[config.mk]
export PLATFORM = sky130hd
export DESIGN_NAME = three_operand_accum_ctrl
export DESIGN_NICKNAME = d
export VERILOG_FILES = /design/src/rtl/three_operand_accum_ctrl.sv
export SDC_FILE = /design/constraint.sdc
export NUM_CORES = 1
export LEC_CHECK = 0
export BUFFER_PORTS_ARGS = -buffer_cell sky130_fd_sc_hd__buf_2
export CAP_MARGIN = 10
export CORE_UTILIZATION = 47
export CTS_CLUSTER_DIAMETER = 40
export DETAILED_ROUTE_END_ITERATION = 10
export GPL_ROUTABILITY_DRIVEN = 0
export PLACE_DENSITY = 0.82
export SLEW_MARGIN = 0
export SYNTH_ARGS = -nofsm -noshare
export SYNTH_HDL_FRONTEND = slang
export SYNTH_SLANG_ARGS = --single-unit
export TNS_END_PERCENT = 100
[constraint.sdc]
create_clock -name clk -period 3.6 [get_ports clk]
set_input_delay 0.72 -clock clk [delete_from_list [all_inputs] [get_ports clk]]
set_output_delay 0.72 -clock clk [all_outputs]
set_load 0.005 [all_outputs]
[src/rtl/three_operand_accum_ctrl.sv]
// Burst accumulator controller that drives a shared external three-operand adder.
// Optional exact-sum cross-check is compiled in with `define AXPPA_EXACT_CHECK_EN.
module three_operand_accum_ctrl #(
  parameter int WIDTH = 16,
  parameter int CNT_W = 8
) (
  input  logic             clk,
  input  logic             reset,
  input  logic             flush,
  input  logic             in_valid,
  output logic             in_ready,
  input  logic [WIDTH-1:0] in_op0,
  input  logic [WIDTH-1:0] in_op1,
  input  logic             in_op1_en,
  input  logic             in_last,
  output logic [WIDTH-1:0] add_a,
  output logic [WIDTH-1:0] add_b,
  output logic [WIDTH-1:0] add_c,
  input  logic [WIDTH-1:0] add_sum,
  output logic             out_valid,
  input  logic             out_ready,
  output logic [WIDTH-1:0] sum_out,
  output logic [CNT_W-1:0] beat_count,
  output logic             count_sat,
  output logic             mismatch
);

  localparam logic [1:0] S_IDLE  = 2'd0;
  localparam logic [1:0] S_ACCUM = 2'd1;
  localparam logic [1:0] S_DONE  = 2'd2;

  // Handshakes: a beat transfers on a cycle where in_valid && in_ready; a result
  // transfers on a cycle where out_valid && out_ready. Neither side may depend on
  // the other's ready to raise valid.
  logic [1:0]       state;
  logic [WIDTH-1:0] acc;
  logic             fire;
  logic             result_taken;
  logic             cnt_full;

  assign in_ready     = !reset && (state != S_DONE);
  assign fire         = in_valid && in_ready;
  assign result_taken = out_valid && out_ready;
  assign cnt_full     = (beat_count == {CNT_W{1'b1}});

  assign add_a = acc;
  assign add_b = fire ? in_op0 : '0;
  assign add_c = (fire && in_op1_en) ? in_op1 : '0;

  always_ff @(posedge clk or posedge reset) begin
    if (reset) begin
      state      <= S_IDLE;
      acc        <= '0;
      out_valid  <= 1'b0;
      sum_out    <= '0;
      beat_count <= '0;
      count_sat  <= 1'b0;
    end else if (flush) begin
      // A beat presented alongside flush is handshaken but discarded.
      state      <= S_IDLE;
      acc        <= '0;
      out_valid  <= 1'b0;
      beat_count <= '0;
      count_sat  <= 1'b0;
    end else begin
      case (state)
        S_IDLE, S_ACCUM: begin
          if (fire) begin
            acc <= add_sum;
            if (cnt_full) count_sat  <= 1'b1;
            else          beat_count <= beat_count + 1'b1;
            if (in_last) begin
              state     <= S_DONE;
              sum_out   <= add_sum;
              out_valid <= 1'b1;
            end else begin
              state <= S_ACCUM;
            end
          end
        end
        S_DONE: begin
          if (result_taken) begin
            state      <= S_IDLE;
            acc        <= '0;
            out_valid  <= 1'b0;
            beat_count <= '0;
            count_sat  <= 1'b0;
          end
        end
        default: state <= S_IDLE;
      endcase
    end
  end

`ifdef AXPPA_EXACT_CHECK_EN
  logic [WIDTH-1:0] exact_acc;
  logic [WIDTH-1:0] exact_sum;

  assign exact_sum = exact_acc + in_op0 + (in_op1_en ? in_op1 : '0);

  // Exact shadow of acc; mismatch is captured on the last beat and held with the result.
  always_ff @(posedge clk or posedge reset) begin
    if (reset) begin
      exact_acc <= '0;
      mismatch  <= 1'b0;
    end else if (flush) begin
      exact_acc <= '0;
      mismatch  <= 1'b0;
    end else if (fire) begin
      exact_acc <= exact_sum;
      if (in_last) mismatch <= (add_sum != exact_sum);
    end else if (state == S_DONE && result_taken) begin
      exact_acc <= '0;
      mismatch  <= 1'b0;
    end
  end
`else
  assign mismatch = 1'b0;
`endif

endmodule
==> impl_metrics.json, run 1 <==
{
  "ant_nets": 0,
  "detailed_place_hpwl_um": 3810,
  "synthMostInstantiatedCell": "dfrtp_1",
  "coreArea_mm2": 0.00441,
  "path_buf_inv": 2,
  "grt_pass1_vias": 1892,
  "die_area_mm2": 0.00492,
  "post_cts_buffers": 0,
  "dpl_cell_area_mm2": 0.00284,
  "synth.distinct_cells": 40,
  "grt_busiest_layer": "met2",
  "grt_max_degree": 45,
  "worst_clock_skew_ns": 0.00741,
  "synth_edf_count": 0,
  "vdd_drop_max_mv": 0.296,
  "synthCells": 218,
  "core.rowCount": 24,
  "cts_tree": "done",
  "syn_nets": 274,
  "cts_made_buffers": 5,
  "finalCritPeriodShare_pct": 77.8,
  "hp-class": "flop to flop",
  "cpMostUsedCell": "buf_2",
  "fmax_ghz": 0.357,
  "synthToLayoutAreaGrowth_pct": 33.8,
  "setup.worst_path.end_class": "primary output",
  "async_flop_share_pct": 100,
  "cts-root-buf": "clkbuf_8",
  "grt_usage_pct": 22.1,
  "cts_sinks": 44,
  "clock_latency_ns": 0.29,
  "crit_family": "simple AND/OR/NAND/NOR gates",
  "ys.warnings.count": 0,
  "grtUsageMet1_pct": 29.2,
  "fin_crit_ns": 2.80,
  "synth_top_area_share_pct": 50.5,
  "postCtsResizedCells": 0,
  "dr.pass1.iters": 4,
  "setup_tns_ns": 0,
  "synth_flop_cell": "dfrtp_1",
  "vias": 2018,
  "die_w_um": 70.1,
  "grt_use_met3_pct": 7.07,
  "synth_top_area_cell": "dfrtp_1",
  "worstPathCellList": "buf_2 -> nand2b_1 -> nor2_2 -> and3_1 -> buf_2",
  "drc": 0,
  "setup_slack_ns": 0.798,
  "power.leakage_nw": 1.65,
  "hold_viol": 0,
  "place.port_buffers": 129,
  "critPathKind": "input port to primary output",
  "setup_viol": 0,
  "slowest_delay_ns": 0.70,
  "wl_per_cell_um": 13.2,
  "syn-cell-area_mm2": 0.00218,
  "ios": 131,
  "detail_route.iter0.violations": 87,
  "finish.instance_area_mm2": 0.00292,
  "worstMarginPinSlew_ns": 0.895,
  "grt_overflow": 0,
  "cts_buffer_depth": 2,
  "cpMaxStageDelayCell": "nor2_2",
  "pre_cts_ws_ns": 0.838,
  "powerDensity_mw_per_mm2": 398,
  "start_kind": "input port",
  "path_clk_slew_ns": 0.08,
  "synth.area.top_cells": "dfrtp_1, mux2_2, nand2_1",
  "hold_buffers": 0,
  "rsz0062_at_grt": "false",
  "drive_gt1_share_pct": 48.8,
  "grtUsageMet2_pct": 36.1,
  "vias_per_cell": 5.10,
  "status": "completed",
  "ys_seq_elements": 44,
  "antenna_found_initial": 0,
  "finish.net_count": 400,
  "max-cap-violations": 0,
  "syn_area_per_cell_um2": 10.0,
  "ys_seq_area_share_pct": 50.5,
  "cp.required_ns": 2.88,
  "start_util_pct": 49.4,
  "wirelength_um": 5250,
  "grt_pass1_wl_um": 8670,
  "worst_ep_arrival_time_ns": 2.08,
  "worstPathMaxFanout": 33,
  "relSlewSlack_pct": 40.2,
  "synthTopCellsByCount": "dfrtp_1, nand2_1, o21ai_0",
  "cts_max_level": 2,
  "die_y_um": 70.1,
  "utilization_pct": 66.1,
  "antenna_cells": 0,
  "finalMaxSlewViolations": 0
}
-- power by group --
part	leakage (nW)	internal [W]	total [W]	switching, W
Clock	0.0410	0.000132	0.000295	0.000163
Combinational	1.04	0.000140	0.000261	0.000121
Sequential	0.566	0.000565	0.000605	0.0000394
Total	1.65	0.000838	0.00116	0.000323
-- final cells by class --
cell class	instances	area [um2]
clock buffer	6	72.6
clock inverter	1	5.00
fill	374	1500
inverter	5	18.8
multi-input combinational	157	995
sequential	44	1100
tap	52	65.1
timing repair buffer	131	661
-- worst paths after layout --
kind / startpoint / end / slack, ns / cells past startpoint
setup / recovery: reset / add_c[1] / 0.80 / 5
hold / removal: add_a[4] / add_a[4] / 0.48 / 2
setup reg to reg: state[1] / sum_out[13] / 1.28 / 4
hold reg to reg: add_a[4] / add_a[4] / 0.48 / 2
max in group asynchronous: reset / add_a[0] / 2.40 / 2
min in group asynchronous: reset / count_sat / 0.65 / 2
-- placed cells by master (no fill, tap or decap), types with 2 or more instances in the layout --
cell type	instances
clkbuf_8	5
nor2_1	6
a21oi_1	4
o21ai_0	20
nand2b_1	2
mux2_2	17
a31oi_1	6
buf_2	129
nand3_1	4
and2_1	16
and3_1	19
dfrtp_1	44
inv_1	4
buf_4	2
or3_2	2
nand2_1	37
nor2b_1	2
-- per-layer routing --
| layer | vias up | wire length, um |
|---|---|---|
| li1 | 1000 | - |
| met1 | 942 | 2260 |
| met2 | 72 | 2560 |
| met3 | 4 | 393 |
| met4 | 0 | 31 |
| met5 | - | 0 |
-- logic make-up (layout without fill, tap and decap cells) --
family,count (synthesis),after routing,share of synthesized area (%)
simple gates,99,99,24.6
compound gates,38,38,11.0
other cells,1,1,0.172
mux,18,18,9.24
flops,44,44,50.5
buf+inv,17,143,3.90
fa+ha+maj,1,1,0.574
-- state kept, by name, summed over array words and instances, names as in the netlist --
name	count
add_a	16
sum_out	16
beat_count	8
state	2
count_sat	1
out_valid	1
-- tightest hold or removal path: cells and delay by family, from the launching register on --
family	cells	cell delay, ns
flops	1	0.34
compound gates	1	0.06
simple gates	1	0.04
-- stage by stage --
stage / total power [W] / instances / hold slack, ns
2_1_floorplan: 0.000740 / 218 / 0.473
3_3_place_gp: 0.000867 / 389 / 0.457
3_5_place_dp: 0.000879 / 389 / 0.465
4_1_cts: 0.00117 / 396 / 0.483
5_1_grt: 0.00123 / 396 / 0.510
6_report: 0.00116 / 396 / 0.476
(Power assumes the default switching activity.)
==> run 2: changes to the inputs <==
--- a/config.mk
+++ b/config.mk
@@ -5,13 +5,14 @@
 export SDC_FILE = /design/constraint.sdc
 export NUM_CORES = 1
 export LEC_CHECK = 0
+export ABC_AREA = 1
 export BUFFER_PORTS_ARGS = -buffer_cell sky130_fd_sc_hd__buf_2
 export CAP_MARGIN = 10
-export CORE_UTILIZATION = 47
+export CORE_UTILIZATION = 44
 export CTS_CLUSTER_DIAMETER = 40
 export DETAILED_ROUTE_END_ITERATION = 10
 export GPL_ROUTABILITY_DRIVEN = 0
-export PLACE_DENSITY = 0.82
+export PLACE_DENSITY = 0.76
 export SLEW_MARGIN = 0
 export SYNTH_ARGS = -nofsm -noshare
 export SYNTH_HDL_FRONTEND = slang
==> constraint.sdc (replaced) <==
create_clock -name clk -period 2.65 [get_ports clk]
set_input_delay 0.53 -clock clk [delete_from_list [all_inputs] [get_ports clk]]
set_output_delay 0.53 -clock clk [all_outputs]
set_load 0.005 [all_outputs]
==> impl_metrics.json, run 2 <==
{
  "synthMostInstantiatedCell": "nand2_1",
  "detail_route.iter0.violations": 53,
  "hold_slack_ns": 0.450,
  "path_clk_slew_ns": 0.08,
  "coreArea_mm2": 0.00488,
  "cts-root-buf": "clkbuf_8",
  "synthTopCellsByCount": "nand2_1, dfrtp_1, inv_1",
  "die_y_um": 74.3,
  "grt_overflow": 0,
  "synthToLayoutAreaGrowth_pct": 34.8,
  "finalMaxSlewViolations": 0,
  "fmax_ghz": 0.429,
  "setup_viol": 0,
  "synth_top_area_share_pct": 47.8,
  "status": "completed",
  "grt_max_degree": 45,
  "grt_pass1_wl_um": 8800,
  "vdd_drop_max_mv": 0.470,
  "hold_buffers": 0,
  "min_path_cells": 3,
  "dr.pass1.iters": 4,
  "fin_crit_ns": 2.33,
  "syn_area_per_cell_um2": 7.33,
  "ys_seq_area_share_pct": 47.8,
  "post_cts_buffers": 0,
  "power.leakage_nw": 1.93,
  "finalCritPeriodShare_pct": 87.9,
  "cts_made_buffers": 5,
  "drc": 0,
  "layout_commonest_cell": "buf_2",
  "instances_no_fill": 509,
  "pwr-share-comb_pct": 21.6,
  "synth_flop_cell": "dfrtp_1",
  "yosys.area_share.simple_pct": 33.8,
  "cts_buffer_depth": 2,
  "synth_xor_area_share_pct": 0,
  "synth.distinct_cells": 24,
  "synthCells": 314,
  "cell_internal_pwr_w": 0.00127,
  "synth_edf_count": 0,
  "vias_per_cell": 4.58,
  "relSlewSlack_pct": 62.4,
  "powerDensity_mw_per_mm2": 568,
  "min-delay-start": "add_sum[0]",
  "synth_top_family_by_area": "simple AND/OR/NAND/NOR gates",
  "rsz0062_at_grt": "false",
  "setup.worst_path.end_class": "primary output",
  "worstMarginPinSlew_ns": 0.562,
  "cts_sinks": 44,
  "reg2reg_to": "sum_out[1]",
  "hold_viol": 0,
  "async_flop_share_pct": 100,
  "die_area_mm2": 0.00553,
  "finish.net_count": 497,
  "synth_top_area_cell": "dfrtp_1",
  "muxShareOfSynthArea_pct": 0,
  "start_kind": "flop",
  "cp.required_ns": 2.12,
  "grt_usage_pct": 20.8,
  "p_sw_w": 0.000494,
  "worst_ep_arrival_time_ns": 1.80,
  "start_util_pct": 47.2,
  "p_seq_share_pct": 46.9,
  "dpl_cell_area_mm2": 0.00298,
  "postCtsResizedCells": 0,
  "clock_latency_ns": 0.29,
  "cts_tree": "done",
  "critPathKind": "flop to primary output",
  "rr_worst_depth": 6,
  "max-cap-violations": 0,
  "worstPathMaxFanout": 16,
  "ant_nets": 0,
  "synth.area.top_cells": "dfrtp_1, nand2_1, inv_1",
  "place.port_buffers": 129,
  "wl_per_cell_um": 11.2,
  "hp-class": "input port to flop",
  "antenna_found_initial": 0,
  "core.rowCount": 25,
  "min_to": "sum_out[0]",
  "antenna_cells": 0,
  "p_total_w": 0.00176,
  "syn_nets": 370,
  "worst_clock_skew_ns": 0.00398,
  "grt_pass1_vias": 2040,
  "detailed_place_hpwl_um": 4260,
  "syn-cell-area_mm2": 0.00230,
  "synth_fa_ha_area_share_pct": 0.543,
  "synth_compound_area_share_pct": 6.63,
  "finish.instance_area_mm2": 0.00310,
  "ios": 131,
  "cts_max_level": 2,
  "p_clk_share_pct": 31.5,
  "reg2reg_from": "state[1]",
  "wirelength_um": 5710,
  "ys.warnings.count": 0,
  "final_cell_mix": "buf_2, nand2_1, dfrtp_1, inv_1, nor2_1",
  "switching_share_pct": 28.0,
  "ys_seq_elements": 44,
  "reg2reg_slack_ns": 0.87,
  "dp.cells": 501,
  "setup_tns_ns": 0,
  "vias": 2331,
  "die_w_um": 74.3,
  "drive_gt1_share_pct": 38.2
}
## run 2: power groups by stage
stage | clock, W | sequential [W] | combinational (W)
after global placement | 0 | 0.000836 | 0.000375
after floorplan | 0 | 0.000842 | 0.000194
after CTS | 0.000563 | 0.000826 | 0.000390
after global routing | 0.000589 | 0.000837 | 0.000443
final | 0.000555 | 0.000826 | 0.000381
after detailed placement | 0 | 0.000836 | 0.000388
## run 2: layout make-up
| type | count | area [um2] |
|---|---|---|
| Timing Repair Buffer | 131 | 661 |
| Inverter | 48 | 184 |
| Clock buffer | 7 | 96.3 |
| Multi-Input combinational cell | 211 | 947 |
| Clock inverter | 1 | 30.0 |
| Fill cell | 451 | 1780 |
| Tap cell | 67 | 83.8 |
| Sequential cell | 44 | 1100 |
## run 2: worst max path at each step
stage	end	slack [ns]	startpoint	depth (start not counted)
5_1_grt	add_c[2]	0.13	state[1]	6
4_1_cts	add_c[2]	0.31	state[1]	6
3_5_place_dp	add_c[2]	0.61	reset	5
3_3_place_gp	add_c[2]	0.72	reset	5
2_1_floorplan	add_b[10]	0.20	reset	4
6_report	add_c[15]	0.32	state[1]	6
## run 2: routing by layer
metal	up-vias	part of all wire [%]	track usage (%)
met2	95	49	37.3
met4	0	0.60	3.14
met5	-	0	0
met3	4	8.6	6.10
met1	1048	42	25.4
li1	1184	-	-
## run 2: cell families (layout without fill, tap and decap cells)
kind of cell	count (synthesis)	count (layout)
AO/OA/AOI/OAI	26	26
adder cells (fa/ha/maj)	1	1
buffers and inverters	59	187
flip-flops	44	44
other	1	1
AND/OR/NAND/NOR	183	183
## run 2: worst max-delay path, cell delays in order (launching register included)
cell and delay [ns]:
dfrtp_1 0.44, nand2_2 0.16, inv_2 0.07, nor2_2 0.09, nand3_1 0.38, nor2_1 0.23, buf_2 0.14
## run 2: metrics by stage
stage          setup WS (ns)  utilization [%]
2_1_floorplan          0.203                -
3_3_place_gp           0.716             61.0
3_5_place_dp           0.607             61.0
4_1_cts                0.306             63.6
5_1_grt                0.125             63.6
6_report               0.320             63.6
